File: src/rtl/hazard_fwd_unit.sv
// hazard_fwd_unit: ID-side scoreboard of in-flight writes, operand forwarding,
// load-use stall and redirect flush control for the miniRV pipeline.
// Optional feature: define HAZARD_PERF_EN to build the stall/flush perf counters.
module hazard_fwd_unit #(
    parameter  int unsigned XLEN      = 32,
    parameter  int unsigned REG_AW    = 5,
    parameter  int unsigned FWD_DEPTH = 3,
    parameter  int unsigned LOAD_RDY  = 1,
    localparam int unsigned SELW      = $clog2(FWD_DEPTH + 1)
) (
    input  logic                      clk_cpu,
    input  logic                      rst_n_i,
    input  logic                      id_valid_i,
    input  logic [REG_AW-1:0]         id_rs1_i,
    input  logic [REG_AW-1:0]         id_rs2_i,
    input  logic                      id_rs1_use_i,
    input  logic                      id_rs2_use_i,
    input  logic [REG_AW-1:0]         id_rd_i,
    input  logic                      id_rf_we_i,
    input  logic                      id_is_load_i,
    input  logic                      ex_redirect_i,
    input  logic [FWD_DEPTH*XLEN-1:0] stage_wdata_i,
    output logic [SELW-1:0]           fwd_sel_rs1_o,
    output logic [SELW-1:0]           fwd_sel_rs2_o,
    output logic [XLEN-1:0]           fwd_data_rs1_o,
    output logic [XLEN-1:0]           fwd_data_rs2_o,
    output logic                      stall_o,
    output logic                      flush_if_id_o,
    output logic                      flush_id_ex_o,
    output logic [31:0]               stall_cnt_o,
    output logic [31:0]               flush_cnt_o
);

    typedef struct packed {
        logic              valid;
        logic [REG_AW-1:0] rd;
        logic              we;
        logic              is_load;
    } sb_entry_t;

    sb_entry_t sb_q [FWD_DEPTH];
    sb_entry_t sb_d [FWD_DEPTH];

    // Low from reset until the first clock edge after release; masks all controls.
    logic live_q;
    logic live_d;

    logic            hit_rs1;
    logic            hit_rs2;
    logic            early_ld_rs1;
    logic            early_ld_rs2;
    logic [SELW-1:0] idx_rs1;
    logic [SELW-1:0] idx_rs2;
    logic [XLEN-1:0] data_rs1;
    logic [XLEN-1:0] data_rs2;
    logic            redirect;
    logic            load_use;

    function automatic logic src_match(input sb_entry_t e, input logic [REG_AW-1:0] rs,
                                       input logic use_src, input logic id_valid);
        return e.valid & e.we & (e.rd != '0) & (e.rd == rs) & use_src & id_valid;
    endfunction

    // Youngest-match search per source: walk oldest to youngest so the lowest k wins.
    always_comb begin
        hit_rs1      = 1'b0;
        hit_rs2      = 1'b0;
        early_ld_rs1 = 1'b0;
        early_ld_rs2 = 1'b0;
        idx_rs1      = '0;
        idx_rs2      = '0;
        data_rs1     = '0;
        data_rs2     = '0;
        for (int k = int'(FWD_DEPTH) - 1; k >= 0; k--) begin
            if (src_match(sb_q[k], id_rs1_i, id_rs1_use_i, id_valid_i)) begin
                hit_rs1      = 1'b1;
                idx_rs1      = SELW'(k + 1);
                data_rs1     = stage_wdata_i[k*int'(XLEN) +: XLEN];
                early_ld_rs1 = sb_q[k].is_load & (k < int'(LOAD_RDY));
            end
            if (src_match(sb_q[k], id_rs2_i, id_rs2_use_i, id_valid_i)) begin
                hit_rs2      = 1'b1;
                idx_rs2      = SELW'(k + 1);
                data_rs2     = stage_wdata_i[k*int'(XLEN) +: XLEN];
                early_ld_rs2 = sb_q[k].is_load & (k < int'(LOAD_RDY));
            end
        end
    end

    // Hazard and forwarding outputs; a redirect overrides a load-use stall.
    always_comb begin
        redirect       = live_q & ex_redirect_i;
        load_use       = live_q & (early_ld_rs1 | early_ld_rs2);
        stall_o        = load_use & ~redirect;
        flush_if_id_o  = redirect;
        flush_id_ex_o  = redirect | load_use;
        fwd_sel_rs1_o  = '0;
        fwd_sel_rs2_o  = '0;
        fwd_data_rs1_o = '0;
        fwd_data_rs2_o = '0;
        if (live_q & hit_rs1 & ~early_ld_rs1) begin
            fwd_sel_rs1_o  = idx_rs1;
            fwd_data_rs1_o = data_rs1;
        end
        if (live_q & hit_rs2 & ~early_ld_rs2) begin
            fwd_sel_rs2_o  = idx_rs2;
            fwd_data_rs2_o = data_rs2;
        end
    end

    // Next scoreboard: shift one stage down, insert ID or a bubble at the top.
    always_comb begin
        live_d = 1'b1;
        sb_d[0] = '0;
        if (id_valid_i & ~stall_o & ~redirect) begin
            sb_d[0].valid   = 1'b1;
            sb_d[0].rd      = id_rd_i;
            sb_d[0].we      = id_rf_we_i;
            sb_d[0].is_load = id_is_load_i;
        end
        for (int k = 1; k < int'(FWD_DEPTH); k++) begin
            sb_d[k] = sb_q[k-1];
        end
    end

    // Scoreboard register; cleared immediately on reset.
    always_ff @(posedge clk_cpu or negedge rst_n_i) begin
        if (!rst_n_i) begin
            live_q <= 1'b0;
            for (int k = 0; k < int'(FWD_DEPTH); k++) begin
                sb_q[k] <= '0;
            end
        end else begin
            live_q <= live_d;
            for (int k = 0; k < int'(FWD_DEPTH); k++) begin
                sb_q[k] <= sb_d[k];
            end
        end
    end

`ifdef HAZARD_PERF_EN
    logic [31:0] stall_cnt_q;
    logic [31:0] stall_cnt_d;
    logic [31:0] flush_cnt_q;
    logic [31:0] flush_cnt_d;

    // Saturating event counters.
    always_comb begin
        stall_cnt_d = stall_cnt_q;
        flush_cnt_d = flush_cnt_q;
        if (stall_o && (stall_cnt_q != 32'hFFFF_FFFF)) begin
            stall_cnt_d = stall_cnt_q + 32'd1;
        end
        if (redirect && (flush_cnt_q != 32'hFFFF_FFFF)) begin
            flush_cnt_d = flush_cnt_q + 32'd1;
        end
    end

    // Counter registers.
    always_ff @(posedge clk_cpu or negedge rst_n_i) begin
        if (!rst_n_i) begin
            stall_cnt_q <= '0;
            flush_cnt_q <= '0;
        end else begin
            stall_cnt_q <= stall_cnt_d;
            flush_cnt_q <= flush_cnt_d;
        end
    end

    assign stall_cnt_o = stall_cnt_q;
    assign flush_cnt_o = flush_cnt_q;
`else
    assign stall_cnt_o = 32'h0;
    assign flush_cnt_o = 32'h0;
`endif

endmodule
File: config.mk
export PLATFORM = sky130hd
export DESIGN_NAME = hazard_fwd_unit
export DESIGN_NICKNAME = d
export VERILOG_FILES = /design/src/rtl/hazard_fwd_unit.sv
export SDC_FILE = /design/constraint.sdc
export NUM_CORES = 1
export LEC_CHECK = 0
export BUFFER_PORTS_ARGS = -buffer_cell sky130_fd_sc_hd__buf_2
export CAP_MARGIN = 20
export CORE_AREA = 2 2 98 100
export CTS_BUF_LIST = sky130_fd_sc_hd__clkbuf_4
export CTS_CLUSTER_SIZE = 24
export DETAILED_ROUTE_END_ITERATION = 8
export DIE_AREA = 0 0 100 102
export PLACE_DENSITY = 0.76
export SYNTH_ARGS = -nofsm -noshare
export SYNTH_HDL_FRONTEND = slang
export SYNTH_SLANG_ARGS = --single-unit
File: constraint.sdc
create_clock -name clk_cpu -period 7.24 [get_ports clk_cpu]
set_input_delay 1.448 -clock clk_cpu [delete_from_list [all_inputs] [get_ports clk_cpu]]
set_output_delay 1.448 -clock clk_cpu [all_outputs]
set_load 0.005 [all_outputs]
==> qor.csv <==
stage,metric,value,unit
yosys,"EDFF count, synth",0,
floorplanning,core footprint,9109,sq um
grt,first-pass GRT wire length,18920,um
finish,"Core Util, Final",0.4547,
grt,GRT Resource Usage Total,0.2315,
worst_setup_path,Crit. End Element,output pin,
sta,Worst Skew,0.003103,ns
place,GP Congestion,0.9434,
place,Placement Setup Slack,1.787,ns
cts,Clock transition at path regs,0.13,ns
outcome,status,completed,
worst_setup_path,CP top delay family,simple AND/OR/NAND/NOR gates,
floorplanning,die height,102,um
cts,CTS resizes,0,
yosys,Netlist cell types,29,
routing,# DRC,0,
power_and_ir_drop,total power divided by cell area,70.43,nW/um^2
sta,RSZ-0062 raised after global routing,false,
power_and_ir_drop,Seq pwr share,0.494,
routing,iteration count of the initial detailed-routing pass,7,
sta,WHS,0.3991,ns
power_and_ir_drop,peak supply drop,0.1057,mV
sta,Final Max Slew Viols,0,
yosys,synthesized area,3443,sq um
yosys,Synth area leaders,"dfrtp_1 (17%), buf_4 (15%), a311oi_1 (14%)",
yosys,top-count cell post-synth,nor2_1,
place,# port buffers,189,
sta,post-route clock period utilization,0.7509,
finish,fin cells,754,
routing,antenna violation net count after detailed routing,0,
worst_setup_path,cell with the most instances on the worst path,buf_2,
worst_setup_path,crit path DAT,3.99,ns
routing,via count,4128,
worst_setup_path,Worst setup SP type,input pin,
yosys,sequential fraction of the synthesis area,0.1672,
grt,largest net degree at the start of global routing,65,
worst_setup_path,worst r2r src,sb_d[14],
yosys,ys async rst share,1.000,
power_and_ir_drop,Comb pwr share,0.290,
place,HPWL Detailed,9870,um
min_path,HP Class,reg -> reg,
finish,nets@finish,763,
sta,Rel. slew slack,0.5125,
grt,initial antenna violation count,0,
yosys,Yosys top cell area share,0.1672,
power_and_ir_drop,cell internal pwr,0.1919,mW
worst_setup_path,WP data required,5.79,ns
yosys,Synth Area per Inst,7.144,sq um
yosys,Mapped Cells,482,
power_and_ir_drop,switch share,0.3422,
cts,root buffer cell,clkbuf_4,
yosys,prevailing post-synth register cell,dfrtp_1,
worst_setup_path,crit-path cells,"buf_2, xor2_1, nor4_4, and3_2, o311ai_4, buf_4, a311oi_1, buf_2",
sta,final worst slack,1.803,ns
sta,worst slew pin tran,0.7296,ns
cts,TritonCTS buffer count,3,
routing,Routed wire per std cell,17.17,um
sta,Setup-failing EPs final,0,
yosys,Ys Warns,0,
floorplanning,I/O pin total,254,
power_and_ir_drop,clock network fraction of design power,0.216,
finish,share of cells above drive strength 1,0.3421,
finish,ant diodes,0,
cts,Hold Buf Count CTS,0,
cts,htree depth,1,
yosys,synthesized flop and latch total,23,
floorplanning,die footprint,10200,sq um
worst_setup_path,Buf/Inv on CP,3,
yosys,cell taking the most area after synthesis,dfrtp_1,
job,max-cap violations,0,
cts,clk buf depth,2,
place,DP Cell Count,750,
routing,1st-iter DRT viols,268,
cts,TritonCTS clock tree,yes,
floorplanning,Starting Density,0.3780,
worst_setup_path,"slowest stage cell, crit path",and3_2,
cts,clk sinks,23,
power_and_ir_drop,Psw,0.09981,mW
min_path,Min-Delay Startpoint,sb_d[1],
sta,Tmin final,5.437,ns
floorplanning,Cell Rows,35,
grt,total gr overflow,0,
worst_setup_path,Worst Path Max Fanout,30,
floorplanning,Die Span X,100,um
worst_setup_path,Critical Setup Path Class,in -> out,
worst_setup_path,max incr delay on CP,0.70,ns
sta,final hold viol count,0,
cts,setup bufs post-CTS,0,
sta,post-route setup TNS,0,ns
yosys,Synth top cells by count,"nor2_1 (77), buf_4 (68), nand3_1 (67)",
sta,FMAX,0.1839,GHz
power_and_ir_drop,leak pwr,1.937,nW
grt,number of global-route vias before repair,3685,
finish,Layout area overhead,20.28,%
routing,via density per instance,5.475,
routing,WL final,12940,um
cts,Worst-Skew Late Latency,0.32,ns
worst_setup_path,Worst Setup SP,id_rs2_i[4],
-- layout by cell type (no fill, tap or decap), types with 4 or more instances in the layout --
cell type,instances
nand3_1,66
xor2_1,30
buf_4,9
a311oi_2,7
and3_1,7
nor3b_1,7
buf_2,189
nand4_1,6
conb_1,65
a21oi_1,5
nor2_1,77
a311oi_1,57
nand2_1,66
dfrtp_1,23
nor3_1,4
-- sequential cells by signal, indices dropped and copies added, names as in the netlist --
register and count:
sb_q 7, live_q 1, sb_d 15
-- per-layer routing --
| metal | global-route usage | share of wire | up-vias |
|---|---|---|---|
| li1 | - | - | 1922 |
| met3 | 0.02736 | 0.084 | 18 |
| met2 | 0.4106 | 0.51 | 240 |
| met4 | 0.04953 | 0.012 | 0 |
| met5 | 0 | 0 | - |
| met1 | 0.3047 | 0.39 | 1948 |
-- layout make-up --
cell class	count	area, sq um
flip-flops and latches	23	575.6
repair buffers	198	1013
multi-input cells	415	2372
clock buffers	3	22.52
clock inverters	1	7.507
inverters	3	11.26
well taps	111	138.9
fillers	961	4967
-- cells by family after synthesis --
| kind of cell | share of synthesized area |
|---|---|
| AND/OR/NAND/NOR | 0.3303 |
| buffers and inverters | 0.2140 |
| AO/OA/AOI/OAI | 0.2100 |
| XOR/XNOR | 0.07631 |
| flip-flops | 0.1672 |
| other | 0.002181 |
-- metrics by stage --
stage / total power [mW] / instance area, sq um
after floorplan: 0.1998 / 3680
after global placement: 0.2272 / 4111
after detailed placement: 0.2290 / 4111
after CTS: 0.2921 / 4141
after global routing: 0.3097 / 4141
final: 0.2917 / 4141
-- power groups by stage --
stage	sequential, mW	combinational (mW)	clock (mW)
final	0.144	0.0845	0.0630
after global routing	0.145	0.0944	0.0704
after CTS	0.144	0.0830	0.0650
after detailed placement	0.146	0.0826	0
after global placement	0.146	0.0810	0
after floorplan	0.144	0.0563	0
-- path summary, 6_finish.rpt --
path,cells past startpoint,slack [ns],to
max,8,1.80,fwd_data_rs2_o[28]
max reg2reg,5,5.11,sb_d[8]
min,0,0.40,sb_q[1]
min reg2reg,0,0.40,sb_q[1]
min in group asynchronous,1,1.08,sb_d[10]
max in group asynchronous,1,5.81,sb_q[2]
No activity file was read; power rests on OpenSTA's default activity.
